--- src/rtl/nonogram_option_store_ctrl.sv ---
// nonogram_option_store_ctrl: packs parser line options sequentially into an external
// single-port option RAM, keeps a per-line base/count directory, and streams one line's
// options back per solver request once the board is loaded.
// Optional macro OPTSTORE_STATS_EN adds the total_opts / max_opts statistics outputs.
module nonogram_option_store_ctrl #(
  parameter int unsigned LINE_W    = 16,
  parameter int unsigned MAX_LINES = 22,
  parameter int unsigned ADDR_W    = 10,
  parameter int unsigned CNT_W     = 7
) (
  input  logic              clk,
  input  logic              rst,
  input  logic              clear,
  input  logic              write_ready,
  input  logic [LINE_W-1:0] line,
  input  logic              line_end,
  input  logic              board_done,
  input  logic              rd_req,
  input  logic [4:0]        rd_line,
  output logic [LINE_W-1:0] opt_out,
  output logic              opt_valid,
  output logic              opt_last,
  output logic              rd_done,
  output logic              rd_busy,
  output logic              board_loaded,
  output logic              overflow,
  output logic              mem_we,
  output logic [ADDR_W-1:0] mem_addr,
  output logic [LINE_W-1:0] mem_wdata,
`ifdef OPTSTORE_STATS_EN
  output logic [ADDR_W-1:0] total_opts,
  output logic [CNT_W-1:0]  max_opts,
`endif
  input  logic [LINE_W-1:0] mem_rdata
);

  typedef enum logic [1:0] {StLoad, StReady, StIssue, StDrain} state_e;

  localparam logic [4:0] LineLimit = 5'(MAX_LINES);

  state_e            state_q;
  logic [ADDR_W-1:0] wr_ptr_q;
  logic              full_q;      // last RAM location has been written
  logic [4:0]        line_idx_q;  // saturates at MAX_LINES
  logic [ADDR_W-1:0] base_q [MAX_LINES];
  logic [CNT_W-1:0]  cnt_q  [MAX_LINES];
  logic [CNT_W-1:0]  rd_cnt_q;
  logic [CNT_W-1:0]  issued_q;    // addresses issued so far, including the current one
  logic              opt_valid_q, opt_last_q, rd_done_q, rd_busy_q;
  logic              board_loaded_q, overflow_q, mem_we_q;
  logic [ADDR_W-1:0] mem_addr_q;
  logic [LINE_W-1:0] mem_wdata_q;
`ifdef OPTSTORE_STATS_EN
  logic [CNT_W-1:0]  max_opts_q;
`endif

  logic              line_ok, rd_ok, wr_accept, wr_drop;
  logic [CNT_W-1:0]  cur_cnt, sel_cnt;
  logic [ADDR_W-1:0] sel_base;

  // Decode the current write target and the directory entry of the requested read line.
  always_comb begin
    line_ok  = line_idx_q < LineLimit;
    cur_cnt  = '0;
    if (line_ok) cur_cnt = cnt_q[line_idx_q];
    wr_accept = (state_q == StLoad) && write_ready && line_ok && !full_q && (cur_cnt != '1);
    wr_drop   = (state_q == StLoad) && write_ready && !wr_accept;
    rd_ok     = rd_line < LineLimit;
    sel_cnt   = '0;
    sel_base  = '0;
    if (rd_ok) begin
      sel_cnt  = cnt_q[rd_line];
      sel_base = base_q[rd_line];
    end
  end

  // Single FSM: load-phase capture, directory upkeep, and read-phase streaming.
  always_ff @(posedge clk or negedge rst) begin
    if (!rst) begin
      state_q        <= StLoad;
      wr_ptr_q       <= '0;
      full_q         <= 1'b0;
      line_idx_q     <= '0;
      for (int unsigned i = 0; i < MAX_LINES; i++) begin
        base_q[i] <= '0;
        cnt_q[i]  <= '0;
      end
      rd_cnt_q       <= '0;
      issued_q       <= '0;
      opt_valid_q    <= 1'b0;
      opt_last_q     <= 1'b0;
      rd_done_q      <= 1'b0;
      rd_busy_q      <= 1'b0;
      board_loaded_q <= 1'b0;
      overflow_q     <= 1'b0;
      mem_we_q       <= 1'b0;
      mem_addr_q     <= '0;
      mem_wdata_q    <= '0;
`ifdef OPTSTORE_STATS_EN
      max_opts_q     <= '0;
`endif
    end else if (clear) begin
      // RAM contents and bases stay; counts of zero make stale bases harmless.
      state_q        <= StLoad;
      wr_ptr_q       <= '0;
      full_q         <= 1'b0;
      line_idx_q     <= '0;
      for (int unsigned i = 0; i < MAX_LINES; i++) cnt_q[i] <= '0;
      opt_valid_q    <= 1'b0;
      opt_last_q     <= 1'b0;
      rd_done_q      <= 1'b0;
      rd_busy_q      <= 1'b0;
      board_loaded_q <= 1'b0;
      overflow_q     <= 1'b0;
      mem_we_q       <= 1'b0;
`ifdef OPTSTORE_STATS_EN
      max_opts_q     <= '0;
`endif
    end else begin
      mem_we_q  <= 1'b0;
      rd_done_q <= 1'b0;
      unique case (state_q)
        StLoad: begin
          // An empty line keeps tracking wr_ptr, so its base is fixed by its first write.
          if (line_ok && (cur_cnt == '0)) base_q[line_idx_q] <= wr_ptr_q;
          if (wr_accept) begin
            mem_we_q            <= 1'b1;
            mem_addr_q          <= wr_ptr_q;
            mem_wdata_q         <= line;
            wr_ptr_q            <= wr_ptr_q + 1'b1;
            cnt_q[line_idx_q]   <= cur_cnt + 1'b1;
            if (wr_ptr_q == '1) full_q <= 1'b1;
`ifdef OPTSTORE_STATS_EN
            if ((cur_cnt + 1'b1) > max_opts_q) max_opts_q <= cur_cnt + 1'b1;
`endif
          end
          if (wr_drop) overflow_q <= 1'b1;
          if (line_end && line_ok) line_idx_q <= line_idx_q + 1'b1;
          if (board_done) state_q <= StReady;
        end
        StReady: begin
          board_loaded_q <= 1'b1;
          rd_busy_q      <= 1'b0;
          if (rd_req && !rd_busy_q) begin
            rd_busy_q <= 1'b1;
            rd_cnt_q  <= sel_cnt;
            if (sel_cnt == '0) begin
              // Invalid or empty line: finish immediately without data.
              rd_done_q <= 1'b1;
            end else begin
              mem_addr_q <= sel_base;
              issued_q   <= CNT_W'(1);
              state_q    <= StIssue;
            end
          end
        end
        StIssue: begin
          // Data for the address on the bus this cycle appears on mem_rdata next cycle.
          opt_valid_q <= 1'b1;
          if (issued_q == rd_cnt_q) begin
            opt_last_q <= 1'b1;
            rd_done_q  <= 1'b1;
            state_q    <= StDrain;
          end else begin
            mem_addr_q <= mem_addr_q + 1'b1;
            issued_q   <= issued_q + 1'b1;
          end
        end
        StDrain: begin
          opt_valid_q <= 1'b0;
          opt_last_q  <= 1'b0;
          rd_busy_q   <= 1'b0;
          state_q     <= StReady;
        end
      endcase
    end
  end

  assign opt_out      = opt_valid_q ? mem_rdata : '0;
  assign opt_valid    = opt_valid_q;
  assign opt_last     = opt_last_q;
  assign rd_done      = rd_done_q;
  assign rd_busy      = rd_busy_q;
  assign board_loaded = board_loaded_q;
  assign overflow     = overflow_q;
  assign mem_we       = mem_we_q;
  assign mem_addr     = mem_addr_q;
  assign mem_wdata    = mem_wdata_q;
`ifdef OPTSTORE_STATS_EN
  assign total_opts   = wr_ptr_q;
  assign max_opts     = max_opts_q;
`endif

endmodule

--- config.mk ---
export PLATFORM = sky130hd
export DESIGN_NAME = nonogram_option_store_ctrl
export DESIGN_NICKNAME = d
export VERILOG_FILES = /design/src/rtl/nonogram_option_store_ctrl.sv
export SDC_FILE = /design/constraint.sdc
export NUM_CORES = 1
export LEC_CHECK = 0
export ABC_AREA = 1
export BUFFER_PORTS_ARGS = -buffer_cell sky130_fd_sc_hd__buf_2
export CAP_MARGIN = 20
export CORE_UTILIZATION = 40
export CTS_BUF_LIST = sky130_fd_sc_hd__clkbuf_8
export DETAILED_ROUTE_END_ITERATION = 7
export HOLD_SLACK_MARGIN = 0.08
export PLACE_DENSITY_LB_ADDON = 0.1
export SLEW_MARGIN = 15
export SYNTH_ARGS = -nofsm -noshare
export SYNTH_HDL_FRONTEND = slang
export SYNTH_SLANG_ARGS = --single-unit
--- constraint.sdc ---
create_clock -name clk -period 3.7 [get_ports clk]
set_input_delay 0.74 -clock clk [delete_from_list [all_inputs] [get_ports clk]]
set_output_delay 0.74 -clock clk [all_outputs]
set_load 0.01 [all_outputs]
[After elaboration in Yosys (flattened, before gate mapping)]
Cells that the tools add are included.
Storage, ports and cells
  bits in writable memories: 0
  latch bits: 0
  logic and storage cells: 190
  register bits: 439
  input bits: 44
  memories: 0
  output and inout port bits: 49
  bits in read-only memories: 0
Operators by class
  reductions and logical operators: 36
  order comparisons: 5
  bitwise logic cells: 3
  mux-type cells: 68
  add/subtract/negate cells: 5
  shifts and indexed selects: 0
  multipliers: 0
  eq/ne operators: 14
  divide/modulo/power cells: 0
Operators with widths (number)
  $mux W154: 3
  $bwmux W220: 1
  $bwmux W154: 1
  $mux W10: 11
  $bmux W7 S5: 2
  $mux W7: 10
  $bmux W10 S5: 1
  $demux W10 S5: 1
  $demux W7 S5: 1
  $pmux W10 S3: 1
  $mux W1: 21
  $add A10 B1 Y10 const B: 2
  $mux W16: 1
  $mux W5: 3
  $add A7 B1 Y7 const B: 2
  $logic_not A7 Y1: 2
  $pmux W7 S2: 1
  $reduce_bool A2 Y1: 7
  $ge A6 B6 Y1 const B: 2
  $ne A3 B3 Y1 const B: 4
  $not A5 Y6: 2
  $reduce_and A3 Y1: 4
  $eq A10 B10 Y1 const B: 1
  $lt A5 B5 Y1 const B: 2
  other kinds (19): 45

[Depth between registers and ports, before layout]
Gate-level depths: netlist (run 1).
  word-level depth: 12
  mapped depth: 22
  gate-level depth less buffers: 17

[Worst setup path after synthesis (run 1)]
No wires, ideal clock.
  path kind: reg-to-reg
  start point: register line_idx_q[0]
  end point: register base_q[35] (netlist bit)
  clock period less this slack: 3013 ps
  setup slack: 687 ps
  library setup time: 131 ps
  cell stages (with the launch flop): 22
  path buffers: 7
  data required time: 3569 ps
  data arrival time: 2882 ps
  cells stage by stage: dfrtp_1 -> buf_6 -> buf_6 -> buf_6 -> buf_2 -> o21ai_0 -> nand2_1 -> nand2_1 -> nand2_1 -> nor2_1 -> nand2_1 -> inv_1 -> clkbuf_1 -> ha_1 -> nand4_1 -> nor3_2 -> and2_4 -> buf_12 -> nand2_4 -> buf_6 -> nand2_1 -> o21ai_2
On the way
  cells in the longest elaborated chain, start to end: 8
  elaborated cells between the ends (all ways): 15
  classes of those cells: order compare: 3; mux: 7; bitwise: 1; reduce/logical: 4
RTL lines
  from (decl): line 44  | logic [4:0] line_idx_q;
  from (signal assigned): line 138  | if (line_end && line_ok) line_idx_q <= line_idx_q + 1'b1;
  $not A5 Y6 (implied by the code): line 65, 125
  $bmux W7 S5: line 65  | if (line_ok) cur_cnt = cnt_q[line_idx_q];
  $mux W7 (implied by the code) (2 in a row): line 65
  $mux W7: line 65
  $logic_not A7 Y1: line 125  | if (line_ok && (cur_cnt == '0)) base_q[line_idx_q] <= wr_ptr_q;
  $logic_and A1 B1 Y1: line 125
  $reduce_and A3 Y1 (no line)
  to (signal, indexed assignment): line 125
  to (decl): line 45  | logic [ADDR_W-1:0] base_q [MAX_LINES];
Several ways; a longest one is shown, not always the timed one. The select of a mux whose other input is x is not followed.
A chain may end at the register's enable or synchronous reset.

[Final worst setup path (run 1)]
  start point: register line_idx_q[0]
  end point: register cnt_q[12] (netlist bit)
On the way
  cells in the longest elaborated chain, start to end: 10
  elaborated cells between the ends (all ways): 22
  classes of those cells: add/sub: 1; order compare: 3; eq/ne: 1; mux: 10; bitwise: 1; reduce/logical: 6
RTL lines
  $not A5 Y6 (implied by the code): line 65, 131
  $bmux W7 S5: line 65
  $mux W7 (implied by the code) (2 in a row): line 65
  $mux W7: line 65
  $add A7 B1 Y7: line 131  | cnt_q[line_idx_q] <= cur_cnt + 1'b1;
  $bwmux W154: line 131
  $mux W154: line 126  | if (wr_accept) begin
  $mux W154: line 122  | unique case (state_q)
  $mux W154: line 102  | end else if (clear) begin
  to (signal, indexed assignment): line 131
  to (decl): line 46  | logic [CNT_W-1:0] cnt_q [MAX_LINES];
Several ways; a longest one is shown, not always the timed one. The select of a mux whose other input is x is not followed.

==> impl_results.md, run 1 <==
* Gr ovfl total at 0
* 1st-iter DRT viols at approximately 1.7k
* Synth top area cells: dfrtp_1 46%, nand2_1 19%, nor2_1 4.9%, o21ai_0 4.5%, o21ai_1 4.2%
* Pin count of the biggest net entering global routing at 94
* Worst-Margin Slew at 1020 ps
* Crit-path slowest cell: dfrtp_4
* Min Hold Slack at 255 ps
* Core area at roughly 60000 sq um
* Clk pin slew, worst setup/hold paths at approximately 70 ps
* Achievable Freq at ~300 MHz
* Mapped Cells at ~3.2k
* Fin. max-slew vios at 0
* Drt first pass iters at 5
* Slowest stage delay, CP at around 430 ps
* Worst R2R Start: line_idx_q[0]
* DIE AREA at about 60000 sq um
* I/O pin cnt at 93
* Post-synthesis cell area at approximately 24000 sq um
* Vias at ~21k
* TritonCTS Buffers at 80
* Final WS setup at between 400 and 500 ps
* Hold Path Class: input pin to flip-flop
* Worst Setup SP: line_idx_q[0]
* Final clock skew at ~27 ps
* Register area share after synthesis at 0.462
* Rows at 89
* Mean area per synthesized cell at 7.39 sq um
* Vias in the first global route at approximately 21k
* Crit-path max FO at 93
* Avg Vias per Cell at ~5.3
* Die width at about 250 um
* Root buffer cell: clkbuf_8
* Crit. End Element: flip-flop
* ANT cells at 0
* CP Data Arrival Time at 3850 ps
* Total power at ~14 mW
* Final period utilization at 0.877
* Routed wire per std cell at between 15 and 20 um
* WS Path Type: flip-flop to flip-flop
* ANT nets after route at 0
* Antenna violations before repair at 0
* Hold Startpoint: line[6]
* First-pass GRT wire length at 123 mm
* Final core utilization at 0.445
* HPWL after detailed placement at roughly 52 mm
* CTS Sinks at around 440
* Leakage at around 13 nW
* CP Launch Type: flip-flop
* Ys async rst share at 1.00
* DRC viols at 0
* Most common cell on crit path: nand2_1
* CTS tree: yes
* Share of the synthesized area in the top cell type at 0.462
* Most frequent cells in the layout: 1206 x nand2_1, 438 x dfrtp_1, 309 x nor2_1
* Synth Register Bits at 439
* Ys Warns at 0
* Depth of the CTS H-tree at 3
* Cell variety after synth at 40
* PD cells at 534 nW/um^2
* Final nets at around 3.3k
* Syn nets at 3279
* Number of synthesized flops with an enable pin at 0
* Critical Path RT at between 4000 and 5000 ps
* Max clock buf depth at 3
* Share of cells above drive strength 1 at 0.117
* Outcome: finished, final reports clean
* Peak supply drop at roughly 0.00040 V
* GRT Total Usage at 0.264
* Final hold violation count at 0
* P&R area growth vs syn at 10.2%
* Pre-CTS WS at 436 ps
* # setup viols final at 0
* Worst-path cell chain: buf_12 > buf_4 > o21ai_0 > o21ai_0 > nand2_1 > nand2_1 > nor2_1 > nand2_2 > nand2_1 > nor2_4 > nand2_2 > nand2_4 > nand2_2 > buf_12 > o21ai_1 > nand2_1 > nand2_1
* Yosys top cell by area: dfrtp_1
* Setup_tns at 0 ps
* Tmin final at ~3200 ps
* Routability cong. at ~0.93
* Die height at between 200 and 250 um
* Clk Latency, worst-skew pair at between 600 and 700 ps
* WL final at about 79 mm
* RSZ-0062 raised after global routing: no
* Starting Density at 0.404
* I/O Buffers at 92
* Synth Flop Type: dfrtp_1
* Max-slew headroom at 0.319
* Post-CTS Setup Bufs at 0
* Max cap viols at 0
* Most common cell after layout, fill and taps aside: nand2_1
[report_power, final]
part	total, mW	internal, mW	switching (mW)
logic	4.12	1.21	2.91
clock network	4.56	2.41	2.14
registers	5.31	5.08	0.229
total	14.0	8.71	5.28
[flip-flops by register name (all words and copies together), names as in the netlist]
name	cells
base_q	220
board_loaded	1
cnt_q	154
full_q	1
issued_q	7
line_idx_q	5
mem_addr	10
mem_wdata	16
mem_we	1
opt_last	1
opt_valid	1
overflow	1
rd_busy	1
rd_cnt_q	7
rd_done	1
state_q	2
wr_ptr_q	10
[cell usage after synthesis (5+ instances only)]
library cell,instances
nand2_1,1206
dfrtp_1,439
nor2_1,309
o21ai_0,215
o21ai_1,202
inv_1,180
nand3_1,147
clkbuf_1,83
a21oi_1,68
o211ai_1,54
buf_2,52
buf_6,50
o21ai_2,37
nor2_2,22
nand2_4,21
ha_1,14
nand4_1,13
buf_4,12
buf_1,11
o22ai_1,11
nor3_1,9
inv_2,8
xnor2_1,8
a31oi_1,7
xor2_1,7
nand2_2,5
[area by class of cell]
| class | count | area, sq um |
|---|---|---|
| Fill cell | 6171 | 32700 |
| Sequential cell | 439 | 11000 |
| Multi-Input combinational cell | 2381 | 10800 |
| Clock buffer | 96 | 1320 |
| Timing Repair Buffer | 163 | 1220 |
| Tap cell | 773 | 967 |
| Inverter | 191 | 722 |
| Clock inverter | 39 | 216 |
[critical path, delay by kind of cell (launching register included)]
family          cells  cell delay (ps)
compound gates      3              730
simple gates       11             1230
flops               1              430
buf+inv             3              770
[layer usage]
metal / vias up / GRT usage / wire (um)
li1: 10358 / - / -
met1: 10328 / 0.358 / 35000
met2: 650 / 0.424 / 36800
met3: 146 / 0.0407 / 4500
met4: 0 / 0.0997 / 2510
met5: - / 0 / 0
[metrics by stage]
stage               instances  cell area, sq um
floorplan                3221             23800
global placement         3944             24600
detailed placement       3945             24600
CTS                      4081             26200
global route             4082             26200
finish                   4082             26200
[cell families after synthesis]
kind of cell    count (synthesis)  share of synthesized area
compound gates                604                      0.141
flops                         439                      0.462
simple gates                 1748                      0.299
fa+ha+maj                      14                    0.00736
xor+xnor                       15                    0.00552
buf+inv                       401                     0.0851
[worst paths after layout]
check	end	slack (ps)	cells past startpoint
max	cnt_q[12]	450	17
min	mem_wdata[6]	260	3
max reg2reg	cnt_q[12]	450	17
min reg2reg	mem_wdata[3]	470	2
max in group asynchronous	rd_done	2060	4
min in group asynchronous	base_q[204]	610	2
[timing repair]
action / CTS / global route
resized for setup: 0 / 0
hold endpoints to repair: 48 / 0
hold buffers: 1 / 0
Note: power is estimated with default switching activity, not from simulation.
==> run 2, diff against run 1 <==
Settings changed: CORE_UTILIZATION 40 to 31, PLACE_DENSITY set to 0.57, PLACE_DENSITY_LB_ADDON 0.1 to not set, SLEW_MARGIN 15 to 10.
==> impl_results.md, run 2 (synthesis results as in run 1) <==
* Achievable Freq at 294 MHz (-4.4%)
* Min Hold Slack at 286 ps (+31.0 ps)
* Root buffer cell: clkbuf_8
* Final Non-Filler Cells at 4330 (+6.1%)
* Slowest stage delay, CP at 500 ps (+70 ps)
* Max clock buf depth at 3 (unchanged)
* Worst-Margin Slew at 1130 ps (+114 ps)
* Share of cells above drive strength 1 at 0.114 (-0.00237)
* Post-DP Area at 24900 sq um (+1.0%)
* GRT Total Usage at 0.193 (-0.0716)
* PD cells at 534 nW/um^2 (about the same)
* Max-slew headroom at 0.243 (-0.0761)
* Final clock skew at 31.7 ps (+4.83 ps)
* WS Path Type: flip-flop to flip-flop
* Final nets at 3300 (-0.42%)
* I/O pin cnt at 93 (unchanged)
* Most Crowded Layer GR: met2
* Outcome: finished, final reports clean
* Die height at 279 um (+13%)
* Switching share of power at 0.375 (-0.00288)
* Routed wire per std cell at 17.3 um (-10%)
* Reg2Reg Setup Slack at 300 ps (-150 ps)
* Crit-path max FO at 52 (-44%)
* First-pass GRT wire length at 118 mm (-3.9%)
* Clk pin slew, worst setup/hold paths at 60 ps (about the same)
* 1st-iter DRT viols at 2060 (+25%)
* Final core utilization at 0.349 (-0.0962)
* Final period utilization at 0.918 (+0.0403)
* Hold Startpoint: line[9]
* Crit. End Element: flip-flop
* Final hold violation count at 0 (unchanged)
* Antenna violations before repair at 1 (+1)
* CTS tree: yes
* Most common cell on crit path: nand2_1
* Pin count of the biggest net entering global routing at 110 (+17%)
* Max cap viols at 0 (unchanged)
* Die width at 279 um (+13%)
* Global Route met2 Usage at 0.303 (-0.121)
* Worst-path cell chain: buf_4 > o21ai_0 > nand2_1 > nand2_1 > nand2_1 > nor2_1 > nand2_1 > ha_1 > nand2_1 > nor2_4 > nand2_2 > nand2_4 > buf_4 > nand2_2 > buf_4 > o21ai_2 > nand2_1 > nand2_1
* Footprint of the multi-input gates at 10800 sq um (about the same)
* Pint at 8.85 mW (+1.6%)
* Register-to-Register Path Depth at 18 (+1)
* HPWL after detailed placement at 49.0 mm (-6.2%)
* P&R area growth vs syn at 11.4%
* Rows at 101 (+13%)
* Leakage at 13.0 nW (-0.41%)
* WL final at 75.1 mm (-4.7%)
* Starting Density at 0.313 (-0.0906)
* DIE AREA at 77900 sq um (+29%)
* Reg2reg end: cnt_q[104]
* Fillcell total at 8132 (+32%)
* Clk Latency, worst-skew pair at 670 ps (about the same)
* Clock share of power at 0.331 (+0.005)
* Vias in the first global route at 20.2k (-1.8%)
* CP Launch Type: flip-flop
* M1 GR Usage at 0.268 (-0.0900)
* Endpoint, Worst Hold: mem_wdata[9]
* Most common cell after layout, fill and taps aside: nand2_1
* Tmin final at 3400 ps (+149 ps)
* Part of the power in registers at 0.375 (-0.005)
* Worst hold stages at 3 (unchanged)
* Gr ovfl total at 0 (unchanged)
* Critical Path RT at 4250 ps (-50 ps)
* Max reg flops at 220 (unchanged)
* ANT nets after route at 0 (unchanged)
* CP Data Arrival Time at 3940 ps (+90 ps)
* Grt met3 use at 0.0294 (-0.0113)
* CTS Sinks at 439 (unchanged)
* Routability cong. at 0.914 (-2.0%)
* Peak supply drop at 0.000255 V (-36%)
* Core area at 75900 sq um (+29%)
* Avg Vias per Cell at 4.91 (-6.7%)
* Fin. max-slew vios at 0 (unchanged)
* Setup_tns at 0 ps (unchanged)
* # setup viols final at 0 (unchanged)
* Comb power frac at 0.294 (about the same)
* Post-Place Cells at 4193 (+6.3%)
* Depth of the CTS H-tree at 3 (unchanged)
* I/O Buffers at 92 (unchanged)
* Most frequent cells in the layout: 1206 x nand2_1, 438 x dfrtp_1, 309 x nor2_1
* Worst R2R Start: line_idx_q[0]
* TritonCTS Buffers at 76 (-5.0%)
* Top reg by flops: base_q
* P_sw at 5.30 mW (+0.33%)
* FF+latch area at 11000 sq um (unchanged)
* Vias at 21.3k (-1.0%)
* Hold Path Class: input pin to flip-flop
* RSZ-0062 raised after global routing: no
* Crit-path slowest cell: dfrtp_4
* Drt first pass iters at 5 (unchanged)
* DRC viols at 0 (unchanged)
* Design Area, Final at 26500 sq um (+1.1%)
## run 2: worst max path at each step
stage / start / end / slack [ps]
final: line_idx_q[0] / cnt_q[104] / 300
after global routing: line_idx_q[0] / cnt_q[17] / 40
after CTS: line_idx_q[0] / mem_wdata[9] / 170
after detailed placement: line_idx_q[0] / mem_wdata[3] / 190
after global placement: line_idx_q[0] / mem_wdata[5] / 170
after floorplan: line_idx_q[0] / base_q[35] / 690
## run 2: layout make-up
cell class / count / area share
sequential: 439 / 0.415
multi-input combinational: 2381 / 0.407
clock buffer: 100 / 0.0519
inverter: 191 / 0.0272
tap: 1030 / 0.0486
clock inverter: 35 / 0.00817
antenna: 1 / 0.0000944
timing repair buffer: 153 / 0.0421
## run 2: worst max-delay path: cells and delay by family (launching register included)
family | cells | cell delay, ps
flops | 1 | 500
simple gates | 12 | 1150
compound gates | 2 | 580
fa+ha+maj | 1 | 220
buf+inv | 3 | 780
## run 2: routing by layer
layer / routed length [um] / vias to the layer above
met4: 2350 / 0
met3: 4160 / 157
met5: 0 / -
met2: 34100 / 617
li1: - / 10329
met1: 34500 / 10158
## run 2: per-stage QoR
step                      worst slack, ps  power, mW
after floorplan                       687       7.92
after global placement                170       9.48
after detailed placement              192       9.49
after CTS                             166       14.2
after global routing                 42.5       14.8
final                                 304       14.1
## run 2: timing repair
action / 4_1_cts / 5_1_grt
setup buffers: 0 / 0
hold buffers: 1 / 0
resized for setup: 0 / 1
endpoints found under the hold margin: 14 / 0
endpoints found under the setup margin: 0 / 20
## run 2: power by group through the flow
stage               clock network, mW  registers (mW)  logic [mW]
floorplan                           0            5.39        2.53
global placement                    0            5.39        4.09
detailed placement                  0            5.39        4.10
CTS                              4.78            5.31        4.11
global route                     4.99            5.34        4.49
finish                           4.68            5.31        4.15
